### src/rtl/key_debounce_pkg.sv
// Shared types and constants for the push-button debouncer.
package key_debounce_pkg;

  // Per-channel debounce state. The wait states count stable samples
  // toward accepting a change.
  typedef enum logic [1:0] {
    ST_UP,
    ST_WAIT_DOWN,
    ST_DOWN,
    ST_WAIT_UP
  } deb_state_e;

  // 5 ms at a 50 MHz system clock.
  localparam int DEBOUNCE_5MS_50MHZ = 250000;

endpackage

### src/rtl/key_debounce_ch.sv
// One debounce channel: 2-flop synchronizer, stability counter and a
// hysteretic 4-state FSM producing a clean level plus press/release pulses.
module key_debounce_ch
  import key_debounce_pkg::*;
#(
  parameter int DEBOUNCE_CYCLES = DEBOUNCE_5MS_50MHZ
) (
  input  logic i_clk,
  input  logic i_rst,
  input  logic i_key_n,
  output logic o_pressed,
  output logic o_press_pulse,
  output logic o_release_pulse
);

  localparam int CNT_W = $clog2(DEBOUNCE_CYCLES + 1);
  localparam logic [CNT_W-1:0] CNT_MAX = CNT_W'(DEBOUNCE_CYCLES);
  localparam logic [CNT_W-1:0] CNT_ONE = CNT_W'(1);

  logic [1:0]       sync_q;
  logic             s;
  deb_state_e       state_q;
  logic [CNT_W-1:0] cnt_q;
  logic             press_q;
  logic             release_q;

  // Synchronize the inverted key so that 1 means pressed; resets to released.
  always_ff @(posedge i_clk or posedge i_rst) begin
    if (i_rst) begin
      sync_q <= 2'b00;
    end else begin
      sync_q <= {sync_q[0], ~i_key_n};
    end
  end

  assign s = sync_q[1];

  // Debounce FSM with counter and registered edge pulses.
  always_ff @(posedge i_clk or posedge i_rst) begin
    if (i_rst) begin
      state_q   <= ST_UP;
      cnt_q     <= '0;
      press_q   <= 1'b0;
      release_q <= 1'b0;
    end else begin
      press_q   <= 1'b0;
      release_q <= 1'b0;
      unique case (state_q)
        ST_UP: begin
          if (s) begin
            state_q <= ST_WAIT_DOWN;
            cnt_q   <= CNT_ONE;
          end
        end
        ST_WAIT_DOWN: begin
          if (!s) begin
            // Glitch: fall back silently.
            state_q <= ST_UP;
            cnt_q   <= '0;
          end else if (cnt_q == CNT_MAX) begin
            state_q <= ST_DOWN;
            cnt_q   <= '0;
            press_q <= 1'b1;
          end else begin
            cnt_q <= cnt_q + CNT_ONE;
          end
        end
        ST_DOWN: begin
          if (!s) begin
            state_q <= ST_WAIT_UP;
            cnt_q   <= CNT_ONE;
          end
        end
        ST_WAIT_UP: begin
          if (s) begin
            state_q <= ST_DOWN;
            cnt_q   <= '0;
          end else if (cnt_q == CNT_MAX) begin
            state_q   <= ST_UP;
            cnt_q     <= '0;
            release_q <= 1'b1;
          end else begin
            cnt_q <= cnt_q + CNT_ONE;
          end
        end
        default: begin
          state_q <= ST_UP;
          cnt_q   <= '0;
        end
      endcase
    end
  end

  // Level stays high through the release wait, so bounces never toggle it.
  assign o_pressed       = (state_q == ST_DOWN) || (state_q == ST_WAIT_UP);
  assign o_press_pulse   = press_q;
  assign o_release_pulse = release_q;

endmodule

### src/rtl/key_debounce.sv
// Debounce and edge-pulse block for N_KEYS active-low push buttons.
// Key 0's press pulse is the start strobe for the random generator.
module key_debounce
  import key_debounce_pkg::*;
#(
  parameter int N_KEYS          = 4,
  parameter int DEBOUNCE_CYCLES = DEBOUNCE_5MS_50MHZ
) (
  input  logic              i_clk,
  input  logic              i_rst,
  input  logic [N_KEYS-1:0] i_key_n,
  output logic [N_KEYS-1:0] o_pressed,
  output logic [N_KEYS-1:0] o_press_pulse,
  output logic [N_KEYS-1:0] o_release_pulse
);

  if (DEBOUNCE_CYCLES < 1) begin : g_bad_debounce
    $error("key_debounce: DEBOUNCE_CYCLES must be >= 1");
  end

  if (N_KEYS < 1) begin : g_bad_keys
    $error("key_debounce: N_KEYS must be >= 1");
  end

  // One fully independent channel per key.
  for (genvar g = 0; g < N_KEYS; g++) begin : g_ch
    key_debounce_ch #(
      .DEBOUNCE_CYCLES(DEBOUNCE_CYCLES)
    ) u_ch (
      .i_clk          (i_clk),
      .i_rst          (i_rst),
      .i_key_n        (i_key_n[g]),
      .o_pressed      (o_pressed[g]),
      .o_press_pulse  (o_press_pulse[g]),
      .o_release_pulse(o_release_pulse[g])
    );
  end

endmodule

### config.mk
export PLATFORM = sky130hd
export DESIGN_NAME = key_debounce
export DESIGN_NICKNAME = d
export VERILOG_FILES = /design/src/rtl/key_debounce_pkg.sv /design/src/rtl/key_debounce_ch.sv /design/src/rtl/key_debounce.sv
export SDC_FILE = /design/constraint.sdc
export NUM_CORES = 1
export LEC_CHECK = 0
export CAP_MARGIN = 10
export CORE_ASPECT_RATIO = 0.8
export CORE_MARGIN = 3
export CORE_UTILIZATION = 55
export CTS_CLUSTER_DIAMETER = 40
export DETAILED_ROUTE_END_ITERATION = 12
export PLACE_DENSITY_LB_ADDON = 0.2
export REMOVE_ABC_BUFFERS = 1
export SYNTH_ARGS = -nofsm -noshare
export SYNTH_HDL_FRONTEND = slang
export SYNTH_SLANG_ARGS = --single-unit
### constraint.sdc
create_clock -name i_clk -period 6.95 [get_ports i_clk]
set_input_delay 1.0425 -clock i_clk [delete_from_list [all_inputs] [get_ports i_clk]]
set_output_delay 1.0425 -clock i_clk [all_outputs]
set_load 0.005 [all_outputs]
# Word level (Yosys, flattened, before mapping)
# Index checks and enable logic that the tools add are counted.
[op_classes] mux=72 n_bitwise=4 n_addsub=4 n_reduce_logical=16 n_eq_ne=32
[ops] op="$mux 18" n=20
[ops] op="$pmux 18 s4" n=4
[ops] op="$add 18x1->18 const B" n=4
[ops] op="$eq 18x18->1 const B" n=4
[ops] op="$mux 2" n=24
[ops] op="$pmux 2 s4" n=4
[ops] op="$mux 1" n=20
[ops] op="$eq 2x2->1 const B" n=8
[ops] op="$reduce_and 4->1" n=4
[ops] op="$ne 3x1->1 const B" n=4
[ops] op="$ne 3x3->1 const B" n=4
[ops] op="$eq 2x1->1 const B" n=4
[ops] op="$logic_not 2->1" n=4
[ops] op="$ne 2x1->1 const B" n=4
[ops] op="$ne 2x2->1 const B" n=4
[ops] op="$reduce_and 2->1" n=4
[ops] op="$logic_or 1x1->1" n=4
[ops] op="$not 1->1" n=4
[word_totals] regBits=96 output_inout_bits=12 wordCells=148

# Longest topological paths before layout
# Gate-level depths: netlist (run 1).
[depth] ltp_word=4 mapped_depth=9 ltp_nobuf=7

# Cells and area by module
# From an unflattened synthesis (run 1), not the netlist that was laid out.
[unflattened] cells_unflattened=545 area_unflattened_um2=5262.5
[modules_own_cells] module="key_debounce_ch (g_ch[0].u_ch ...)" instances=3 cells_per_inst=135 seq_area_each_um2=600.6 area_per_inst_um2=1315.0
[modules_own_cells] module="key_debounce_ch (g_ch[3].u_ch)" instances=1 cells_per_inst=140 seq_area_each_um2=600.6 area_per_inst_um2=1317.5

# Least setup slack after synthesis (run 1)
# No wires, ideal clock.
[synth_timing] path_kind="reg-to-reg" from="register g_ch[1].u_ch.cnt_q[3]" to="register g_ch[1].u_ch.cnt_q[17]" arrival_ns=1.858 path_buffers=2 period_less_slack_ns=1.984 stages_incl_launch_ff=7 required_time_ns=6.824 path_slack_ns=4.966 cell_sequence="dfrtp_1 -> or4b_1 -> nor4b_2 -> a21oi_1 -> buf_6 -> buf_6 -> a221o_1"
[synth_between] elab_chain_cells=4
[synth_rtl] element="start: declaration" line="key_debounce_ch.sv:23" source="logic [CNT_W-1:0] cnt_q;"
[synth_rtl] element="start signal: assignment" line="key_debounce_ch.sv:65" source="cnt_q <= cnt_q + CNT_ONE;"
[synth_rtl] element="start signal: assignment" line="key_debounce_ch.sv:83" source="cnt_q <= cnt_q + CNT_ONE;"
[synth_rtl] element="$add 18x1->18 / $eq 18x18->1 (equally long branches)"
[synth_rtl] element="$mux 18 (*)" line="key_debounce_ch.sv:60, key_debounce_ch.sv:78"
[synth_rtl] element="$mux 18, on equally long branches" line="key_debounce_ch.sv:75, key_debounce_ch.sv:56"
[synth_rtl] element="$pmux 18 s4 (*)" line="key_debounce_ch.sv:48" source="unique case (state_q)"
# Mark *: on every way between the ends. The rest lies on a longest branch, timed or not.
# A chain may end at the register's enable or synchronous reset.

==> impl_metrics.yaml, run 1 <==
status:
  status: "finished clean"
placement:
  dpl_cell_area_mm2: 0.00512
  post-dp-hpwl_um: 6590
  io_buffers: 17
  gp_congestion: 0.812
finish:
  final_cell_mix: "96 x dfrtp_1, 53 x nand2_1, 42 x a31oi_1"
  final_area_mm2: 0.00542
  antenna-diode-count: 0
  area_growth_pct: 8.54
  drive_gt1_share_pct: 6.67
  nets: 535
  layout_commonest_cell: "dfrtp_1"
  fillers: 704
clock_tree:
  cts_hold_buf: 0
  cts_tree: "built"
  clk_path_buf_depth: 2
  clock_latency_ns: 0.34
  numCtsBuffers: 9
  path_clk_slew_ns: 0.06
  cts.sink_count: 96
  postCtsSetupRepairBufs: 0
  cts_resized: 0
  clockRootBuffer: "clkbuf_16"
  htree_num_levels: 3
min_path:
  min_from: "g_ch[1].u_ch.sync_q[0]$_DFF_PP0_"
  hold_path_end: "g_ch[1].u_ch.sync_q[1]$_DFF_PP0_"
  hold_class: "flip-flop to flip-flop"
  hold_depth: 0
setup_path:
  crit_path_end_kind: "flip-flop"
  crit_slowest_cell: "a21oi_1"
  path_buf_inv: 1
  startpoint_type: "flip-flop"
  reg2reg_slack_ns: 4.29
  cp_cell_sequence: "xor2_1 -> nand2_1 -> a21oi_1 -> buf_4 -> or3b_2 -> nand3_1"
  r2r_cells: 6
  cp_data_required_time_ns: 7.23
  crit_path_max_fanout: 14
  path_class: "flip-flop to flip-flop"
  crit_arrival_ns: 2.94
  r2r-end: "g_ch[2].u_ch.cnt_q[11]$_DFFE_PP0P_"
  cp_top_family: "compound AO/OA/AOI/OAI gates"
  cpPeakStageDelay_ns: 0.77
global_route:
  grt_use_total_pct: 20.1
  grt_max_degree: 86
  grt_pass1_wl_um: 16900
  antenna_found_initial: 0
  grt_pass1_vias: 3550
  grt_overflow_total: 0
logic_synthesis:
  synthCells: 525
  ys_ff_latch: 96
  synthFlopType: "dfrtp_1"
  avgSynthCellArea_um2: 9.51
  yosysWarningCount: 0
  async_flop_share_pct: 100
  synth-seq-area-share_pct: 48.1
  syn-cell-area_mm2: 0.00499
  ys_types: 53
  synth_edf_count: 0
timing:
  setup_viol: 0
  fin_crit_sh_pct: 38.3
  rsz0062_at_grt: "no"
  setup_tns_ns: 0
  hold_viol: 0
  min_period_ns: 2.66
  slew_violations: 0
  clock_skew_ns: 0.00509
  tightestPinTransition_ns: 1.10
  maxClockFrequency_mhz: 376
  timing.slew.headroom_pct: 26.5
  hold_slack_ns: 0.352
die:
  io-pin-count: 18
  start_util_pct: 57.6
  die_w_um: 113
  coreArea_mm2: 0.00867
  die_area_mm2: 0.0103
  die_h_um: 91.2
  rows: 30
power_and_ir_drop:
  power_leakage_nw: 2.27
  ir_drop_mv: 0.207
  p_per_area_mw_per_mm2: 243
drt:
  ant_nets: 0
  avgRoutedWirePerCell_um: 15.3
  drt-total-wl_um: 9770
  drc: 0
  viasPerCell: 6.17
  dr.pass1.iters: 5
  drt_iter0_drc: 285
  vias: 3929
job:
  timing.max_cap.violations: 0
==> routing by layer <==
layer	GRT usage [%]	wire length, um	vias up
met4	7.11	131	0
met3	5.20	547	10
li1	-	-	1909
met1	29.6	4770	1902
met2	28.9	4320	108
met5	0	0	-
==> through the flow <==
step / total power, mW / setup WS (ns) / utilization (%) / cells
after floorplan: 0.775 / 3.40 / - / 490
after global placement: 0.825 / 4.31 / 59.1 / 622
after detailed placement: 0.832 / 4.31 / 59.1 / 622
after CTS: 1.33 / 4.30 / 62.5 / 637
after global routing: 1.39 / 4.08 / 62.5 / 637
final: 1.32 / 4.29 / 62.5 / 637
==> synth_stat cells (3+ instances only) <==
library cell   n  share of area, %
and4_1         5              0.88
o21ai_0       18               1.8
nor2_1        27               2.0
buf_4         13               2.0
xnor2_1       10               1.8
nand3_1       33               3.3
a21oi_1       34               3.4
a31oi_1       42               5.3
a22o_1        12               2.1
a21o_1         3              0.45
mux2_2         4              0.90
nor4_1         9               1.1
a41oi_1        7               1.2
inv_1         21               1.6
dfrtp_1       96                48
xor2_1         7               1.2
nand2b_1      11               1.4
clkbuf_1      11              0.83
nor3b_1        9               1.4
and3_1        11               1.4
buf_2          4              0.40
and2_1         8               1.0
nor3_1         8              0.80
ha_1           8               2.0
buf_6          3              0.68
mux2i_1        3              0.60
nand2_1       53               4.0
buf_1          3              0.23
or2_2          4              0.50
nand4_1       18               2.3
==> cells by family after synthesis <==
family	share of synthesized area [%]
compound gates	16.3
xor+xnor	2.98
fa+ha+maj	2.00
buf+inv	5.76
flops	48.1
mux	1.50
simple gates	23.4
==> worst max-delay path by stage <==
stage / cells past startpoint / to / startpoint
after floorplan: 1 / async pin / i_rst
after detailed placement: 3 / g_ch[2].u_ch.cnt_q[10]$_DFFE_PP0P_ / i_rst
after global placement: 3 / g_ch[3].u_ch.cnt_q[17]$_DFFE_PP0P_ / i_rst
final: 6 / g_ch[2].u_ch.cnt_q[11]$_DFFE_PP0P_ / flip-flop
after global routing: 6 / g_ch[2].u_ch.cnt_q[11]$_DFFE_PP0P_ / flip-flop
after CTS: 6 / g_ch[2].u_ch.cnt_q[11]$_DFFE_PP0P_ / flip-flop
==> sequential cells by signal, summed over array words and instances, names as in the netlist, named ones only <==
register / flops
g_ch.u_ch.cnt_q: 72
g_ch.u_ch.o_press_pulse: 4
g_ch.u_ch.o_release_pulse: 4
g_ch.u_ch.state_q: 4
g_ch.u_ch.sync_q: 8
==> area by class of cell <==
type	instances	area (um2)	area share, %
multi-input cells	373	2310	42.6
repair buffers	20	193	3.55
clock inverters	5	57.6	1.06
flip-flops and latches	96	2400	44.3
inverters	21	81.3	1.50
well taps	112	140	2.59
clock buffers	10	239	4.41
==> power breakdown <==
part	switching [mW]	leakage, nW	internal, mW
clock network	0.206	0.137	0.286
logic	0.115	0.838	0.0717
registers	0.0469	1.30	0.591
No activity file was read; power rests on OpenSTA's default activity.
==> run 2, diff against run 1 <==
==> constraint.sdc (replaced) <==
create_clock -name i_clk -period 2.3 [get_ports i_clk]
set_input_delay 0.345 -clock i_clk [delete_from_list [all_inputs] [get_ports i_clk]]
set_output_delay 0.345 -clock i_clk [all_outputs]
set_load 0.005 [all_outputs]
==> run 2 against run 1 <==
  * Highest routed layer unchanged
  * Largest power group unchanged
  * Critical path depth down 1
  * First-iteration DRC count down 1.4%
  * Combinational power rose to 3.3 times the previous value
  * Critical path type unchanged
  * Total power rose to 3.1 times the previous value
  * Clock skew up 0.0027 ns
  * Global-route usage up 0.56 points
==> impl_metrics.yaml, run 2 (same netlist as run 1, synthesis figures left out) <==
clock_tree:
  postCtsSetupRepairBufs: 0
  path_clk_slew_ns: 0.06
  numCtsBuffers: 9
  clockRootBuffer: "clkbuf_16"
  clk_path_buf_depth: 2
  cts.sink_count: 96
  cts_tree: "built"
  clock_latency_ns: 0.34
  htree_num_levels: 3
setup_path:
  startpoint: "g_ch[1].u_ch.cnt_q[6]$_DFFE_PP0P_"
  r2r_cells: 5
  crit_path_max_fanout: 6
  cp_data_required_time_ns: 2.52
  crit-reg2reg-launch: "g_ch[1].u_ch.cnt_q[6]$_DFFE_PP0P_"
  cp_cell_sequence: "or4b_1 -> nor4b_2 -> a21oi_2 -> and2b_1 -> mux2_2"
  path_class: "flip-flop to flip-flop"
  startpoint_type: "flip-flop"
  crit_arrival_ns: 2.34
  cpPeakStageDelay_ns: 0.53
  path_buf_inv: 0
  cp_top_family: "simple AND/OR/NAND/NOR gates"
  reg2reg_slack_ns: 0.18
  crit_slowest_cell: "or4b_1"
  crit_path_end_kind: "flip-flop"
global_route:
  antenna_found_initial: 0
  grt_pass1_wl_um: 17500
  grt_overflow_total: 0
  grt_pass1_vias: 3706
  grt_max_degree: 37
  grt_use_total_pct: 20.7
timing:
  finalWorstSetupSlack_ns: 0.181
  clock_skew_ns: 0.00776
  hold_viol: 0
  tightestPinTransition_ns: 0.759
  fin_crit_sh_pct: 92.1
  hold_slack_ns: 0.347
  maxClockFrequency_mhz: 472
  min_period_ns: 2.12
  rsz0062_at_grt: "no"
  slew_violations: 0
  timing.slew.headroom_pct: 48.9
  setup_viol: 0
power_and_ir_drop:
  ir_drop_mv: 0.553
  p_per_area_mw_per_mm2: 718
  power_leakage_nw: 2.39
  p_total_mw: 4.02
drt:
  drc: 0
  dr.pass1.iters: 5
  ant_nets: 0
  avgRoutedWirePerCell_um: 15.5
  drt-total-wl_um: 10200
  viasPerCell: 6.08
  vias: 3993
  drt_iter0_drc: 281
placement:
  pre_cts_ws_ns: -0.00722
  post-dp-hpwl_um: 6980
  gp_congestion: 0.847
  io_buffers: 17
finish:
  multi_input_area_mm2: 0.00233
  fin_util_pct: 64.5
  nets: 555
  drive_gt1_share_pct: 10.1
  layout_commonest_cell: "dfrtp_1"
  top_regs: "g_ch.u_ch.cnt_q (72), g_ch.u_ch.sync_q (8)"
  regMostFlops: "g_ch.u_ch.cnt_q"
  largest_register_ffs: 72
  area_growth_pct: 12.1
  register_area_mm2: 0.00240
  final_cell_mix: "96 x dfrtp_1, 53 x nand2_1, 42 x a31oi_1"
  fillers: 679
  antenna-diode-count: 0
status:
  status: "finished clean"
min_path:
  min_from: "g_ch[1].u_ch.sync_q[0]$_DFF_PP0_"
  hold_path_end: "g_ch[1].u_ch.sync_q[1]$_DFF_PP0_"
  hold_depth: 0
  hold_class: "flip-flop to flip-flop"
die:
  rows: 30
  die_h_um: 91.2
  start_util_pct: 57.6
  coreArea_mm2: 0.00867
  die_w_um: 113
  io-pin-count: 18
  die_area_mm2: 0.0103
job:
  timing.max_cap.violations: 0
[run 2: worst max path at each step]
| stage | end | slack, ns | depth (start not counted) |
|---|---|---|---|
| finish | flip-flop | 0.18 | 5 |
| global route | g_ch[3].u_ch.o_release_pulse$_DFF_PP0_ | 0.03 | 4 |
| CTS | g_ch[3].u_ch.cnt_q[6]$_DFFE_PP0P_ | 0.10 | 7 |
| detailed placement | g_ch[0].u_ch.cnt_q[16]$_DFFE_PP0P_ | -0.007 | 5 |
| global placement | g_ch[0].u_ch.cnt_q[16]$_DFFE_PP0P_ | 0.03 | 5 |
| floorplan | async pin | -0.55 | 1 |
[run 2: report_power, final]
| part | switching (mW) | leakage (nW) | internal, mW |
|---|---|---|---|
| clock network | 0.610 | 0.145 | 0.861 |
| logic | 0.365 | 0.950 | 0.256 |
| registers | 0.137 | 1.30 | 1.79 |
| total | 1.11 | 2.39 | 2.90 |
[run 2: what timing repair did]
action | in CTS | in global routing
resized for setup | 1 | 2
hold buffers | 0 | 0
endpoints found under the setup margin | 1 | 7
gates cloned | 0 | 0
[run 2: cell type report]
type / count / share of cell area [%]
repair buffers: 40 / 6.35
clock inverters: 4 / 0.805
well taps: 112 / 2.50
inverters: 21 / 1.45
flip-flops and latches: 96 / 42.9
multi-input cells: 373 / 41.6
clock buffers: 11 / 4.34
[run 2: per-stage QoR]
stage	TNS (ns)	cell area, um2	std cells
floorplan	-53.05	4780	490
detailed placement	-0.00722	5290	642
CTS	0	5580	657
finish	0	5600	657
global placement	0	5290	642
global route	0	5600	657
[run 2: metal layers]
metal  up-vias  share of wire, %  global-route usage, %
li1       1950                 -                      -
met1      1914                49                   30.0
met2       116                44                   30.1
met3        13               5.9                   5.73
met4         0               1.3                   6.91
met5         -                 0                      0
==> run 3, diff against run 2 <==
--- a/config.mk
+++ b/config.mk
@@ -5,6 +5,7 @@
 export SDC_FILE = /design/constraint.sdc
 export NUM_CORES = 1
 export LEC_CHECK = 0
+export ABC_AREA = 1
 export CAP_MARGIN = 10
 export CORE_ASPECT_RATIO = 0.8
 export CORE_MARGIN = 3
==> run 3 against run 2 <==
  * Clock skew decreased by 0.00060 ns
  * Total power is 15% higher
  * Die area rose by 9.6%
  * Worst hold slack better by 0.0047 ns
  * Clock-buffer cell count is 1 lower
  * Register-to-register slack improved by 0.44 ns
  * Critical path depth increased by 3
  * Synthesized cell count up 33%
  * Worst setup slack improved by 0.44 ns
  * Clock power increased by 5%
  * Via count rose by 12%
  * Highest routed layer unchanged
==> impl_metrics.yaml, run 3 <==
status:
  status: "finished clean"
die:
  die_h_um: 95.5
  die_area_mm2: 0.0113
  start_util_pct: 58.6
  die_w_um: 118
  rows: 31
  io-pin-count: 18
  coreArea_mm2: 0.00939
setup_path:
  path_class: "flip-flop to flip-flop"
  startpoint_type: "flip-flop"
  cp_data_required_time_ns: 2.54
  crit_path_end_kind: "flip-flop"
  crit_arrival_ns: 1.92
  crit_path_max_fanout: 14
global_route:
  grt_pass1_vias: 4361
  grt_max_degree: 97
  grt_use_total_pct: 21.2
  grt_pass1_wl_um: 19400
  antenna_found_initial: 0
  grt_overflow_total: 0
timing:
  hold_viol: 0
  timing.slew.headroom_pct: 60.4
  rsz0062_at_grt: "no"
  min_period_ns: 1.68
  setup_viol: 0
  clock_skew_ns: 0.00716
  setup_tns_ns: 0
  maxClockFrequency_mhz: 596
  fin_crit_sh_pct: 73.0
  slew_violations: 0
  tightestPinTransition_ns: 0.593
placement:
  post-dp-hpwl_um: 8060
  dpl_cell_area_mm2: 0.00572
  dp.cells: 826
  io_buffers: 17
  gp_congestion: 0.894
clock_tree:
  numCtsBuffers: 9
  cts_hold_buf: 0
  postCtsSetupRepairBufs: 0
  clock_latency_ns: 0.35
  clk_path_buf_depth: 2
  clockRootBuffer: "clkbuf_16"
  cts.sink_count: 96
  cts_tree: "built"
  cts_resized: 0
  path_clk_slew_ns: 0.07
  htree_num_levels: 3
drt:
  viasPerCell: 5.31
  drt-total-wl_um: 11200
  drc: 0
  ant_nets: 0
  drt_iter0_drc: 287
  avgRoutedWirePerCell_um: 13.3
  vias: 4474
  dr.pass1.iters: 5
logic_synthesis:
  ys_types: 38
  synth_compound_gate_area_share_pct: 7.39
  synth-seq-area-share_pct: 43.6
  synth.area.mux_share_pct: 0
  async_flop_share_pct: 100
  synth_top_area_share_pct: 43.6
  avgSynthCellArea_um2: 7.90
  synth_area_leaders: "dfrtp_1 44%, nand2_1 10%, inv_1 5.9%"
  synth-simple-area-share_pct: 33.1
  synthFlopType: "dfrtp_1"
  synth_top_family_by_area: "simple AND/OR/NAND/NOR gates"
  synth.most_common_cell: "nand2_1"
  synth_xor_area_share_pct: 4.93
  yosysWarningCount: 0
  synthCells: 697
  synth.largest_area_cell: "dfrtp_1"
  syn-cell-area_mm2: 0.00550
  ys_ff_latch: 96
  synthAdderAreaFrac_pct: 1.82
  synth_edf_count: 0
  synth_common_cells: "152 x nand2_1, 96 x dfrtp_1, 87 x inv_1, 81 x nor2_1, 57 x nand3_1"
finish:
  drive_gt1_share_pct: 12.0
  fillers: 785
  fin_cells: 842
  antenna-diode-count: 0
  largest_register_ffs: 72
  area_growth_pct: 9.48
  final_area_mm2: 0.00603
  fin_util_pct: 64.2
  final_cell_mix: "152 x nand2_1, 96 x dfrtp_1, 86 x inv_1"
  nets: 719
  layout_commonest_cell: "nand2_1"
  regMostFlops: "g_ch.u_ch.cnt_q"
  top_regs: "g_ch.u_ch.cnt_q (72), g_ch.u_ch.sync_q (8)"
power_and_ir_drop:
  p_total_mw: 4.60
  power_leakage_nw: 2.64
  p_per_area_mw_per_mm2: 763
  ir_drop_mv: 0.628
job:
  timing.max_cap.violations: 0
min_path:
  hold_class: "flip-flop to flip-flop"
## run 3: cell types whose count changed after synthesis, sizes merged, moves of 11 or more
cell and change:
nand2 +116, nor2 +77, inv +71, a31oi -39, nand3 +32, xor2 +19, o22ai +18, a21oi -16
a22o -12, and3 -11, nand2b -11
## run 3: cells by family (layout without fill, tap and decap cells)
logic type | Yosys count | count (layout)
AO/OA/AOI/OAI | 70 | 70
XOR/XNOR | 31 | 31
adder cells (fa/ha/maj) | 8 | 8
buffers and inverters | 115 | 128
flip-flops | 96 | 96
AND/OR/NAND/NOR | 377 | 377
## run 3: routing by layer
layer	wire length, um	share of wire [%]	up-vias	global-route usage, %
li1	-	-	2226	-
met1	5290	47	2130	28.0
met2	5280	47	99	35.2
met3	514	4.6	19	5.16
met4	132	1.2	0	6.34
met5	0	0	-	0
## run 3: cell type report
class / count / area (um2) / area share, %
Clock buffer: 10 / 239 / 3.97
Multi-Input combinational cell: 486 / 2600 / 43.1
Tap cell: 132 / 165 / 2.74
Timing Repair Buffer: 19 / 198 / 3.28
Clock inverter: 6 / 67.6 / 1.12
Sequential cell: 96 / 2400 / 39.9
Inverter: 93 / 357 / 5.92
## run 3: critical path, cell delays in order, from the launching register on
cell	delay [ns]
dfrtp_1	0.40
inv_1	0.06
nand2_1	0.10
nand3_1	0.48
nand4_1	0.22
nor2_2	0.15
nand2_1	0.06
nand2_1	0.06
nor2_1	0.04
## run 3: metrics by stage
| step | hold WS (ns) | worst slack [ns] |
|---|---|---|
| finish | 0.352 | 0.622 |
| global placement | 0.333 | 0.752 |
| CTS | 0.351 | 0.607 |
| floorplan | 0.331 | -0.550 |
| global route | 0.357 | 0.431 |
| detailed placement | 0.336 | 0.648 |
## run 3: power breakdown
| part | internal, mW | switching, mW | total [mW] |
|---|---|---|---|
| sequential | 1.83 | 0.166 | 2.00 |
| combinational | 0.336 | 0.722 | 1.06 |
| clock | 0.876 | 0.667 | 1.54 |
## run 3: path summary, 6_finish.rpt
check / start / slack (ns) / to / cells past startpoint
worst max-delay path: g_ch[3].u_ch.sync_q[1]$_DFF_PP0_ / 0.62 / g_ch[3].u_ch.cnt_q[15]$_DFFE_PP0P_ / 8
worst min-delay path: g_ch[0].u_ch.sync_q[0]$_DFF_PP0_ / 0.35 / g_ch[0].u_ch.sync_q[1]$_DFF_PP0_ / 0
worst max register to register: g_ch[3].u_ch.sync_q[1]$_DFF_PP0_ / 0.62 / g_ch[3].u_ch.cnt_q[15]$_DFFE_PP0P_ / 8
worst min register to register: g_ch[0].u_ch.sync_q[0]$_DFF_PP0_ / 0.35 / g_ch[0].u_ch.sync_q[1]$_DFF_PP0_ / 0
max in group asynchronous: i_rst / 1.44 / g_ch[0].u_ch.cnt_q[13]$_DFFE_PP0P_ / 3
min in group asynchronous: i_rst / 0.42 / async pin / 3
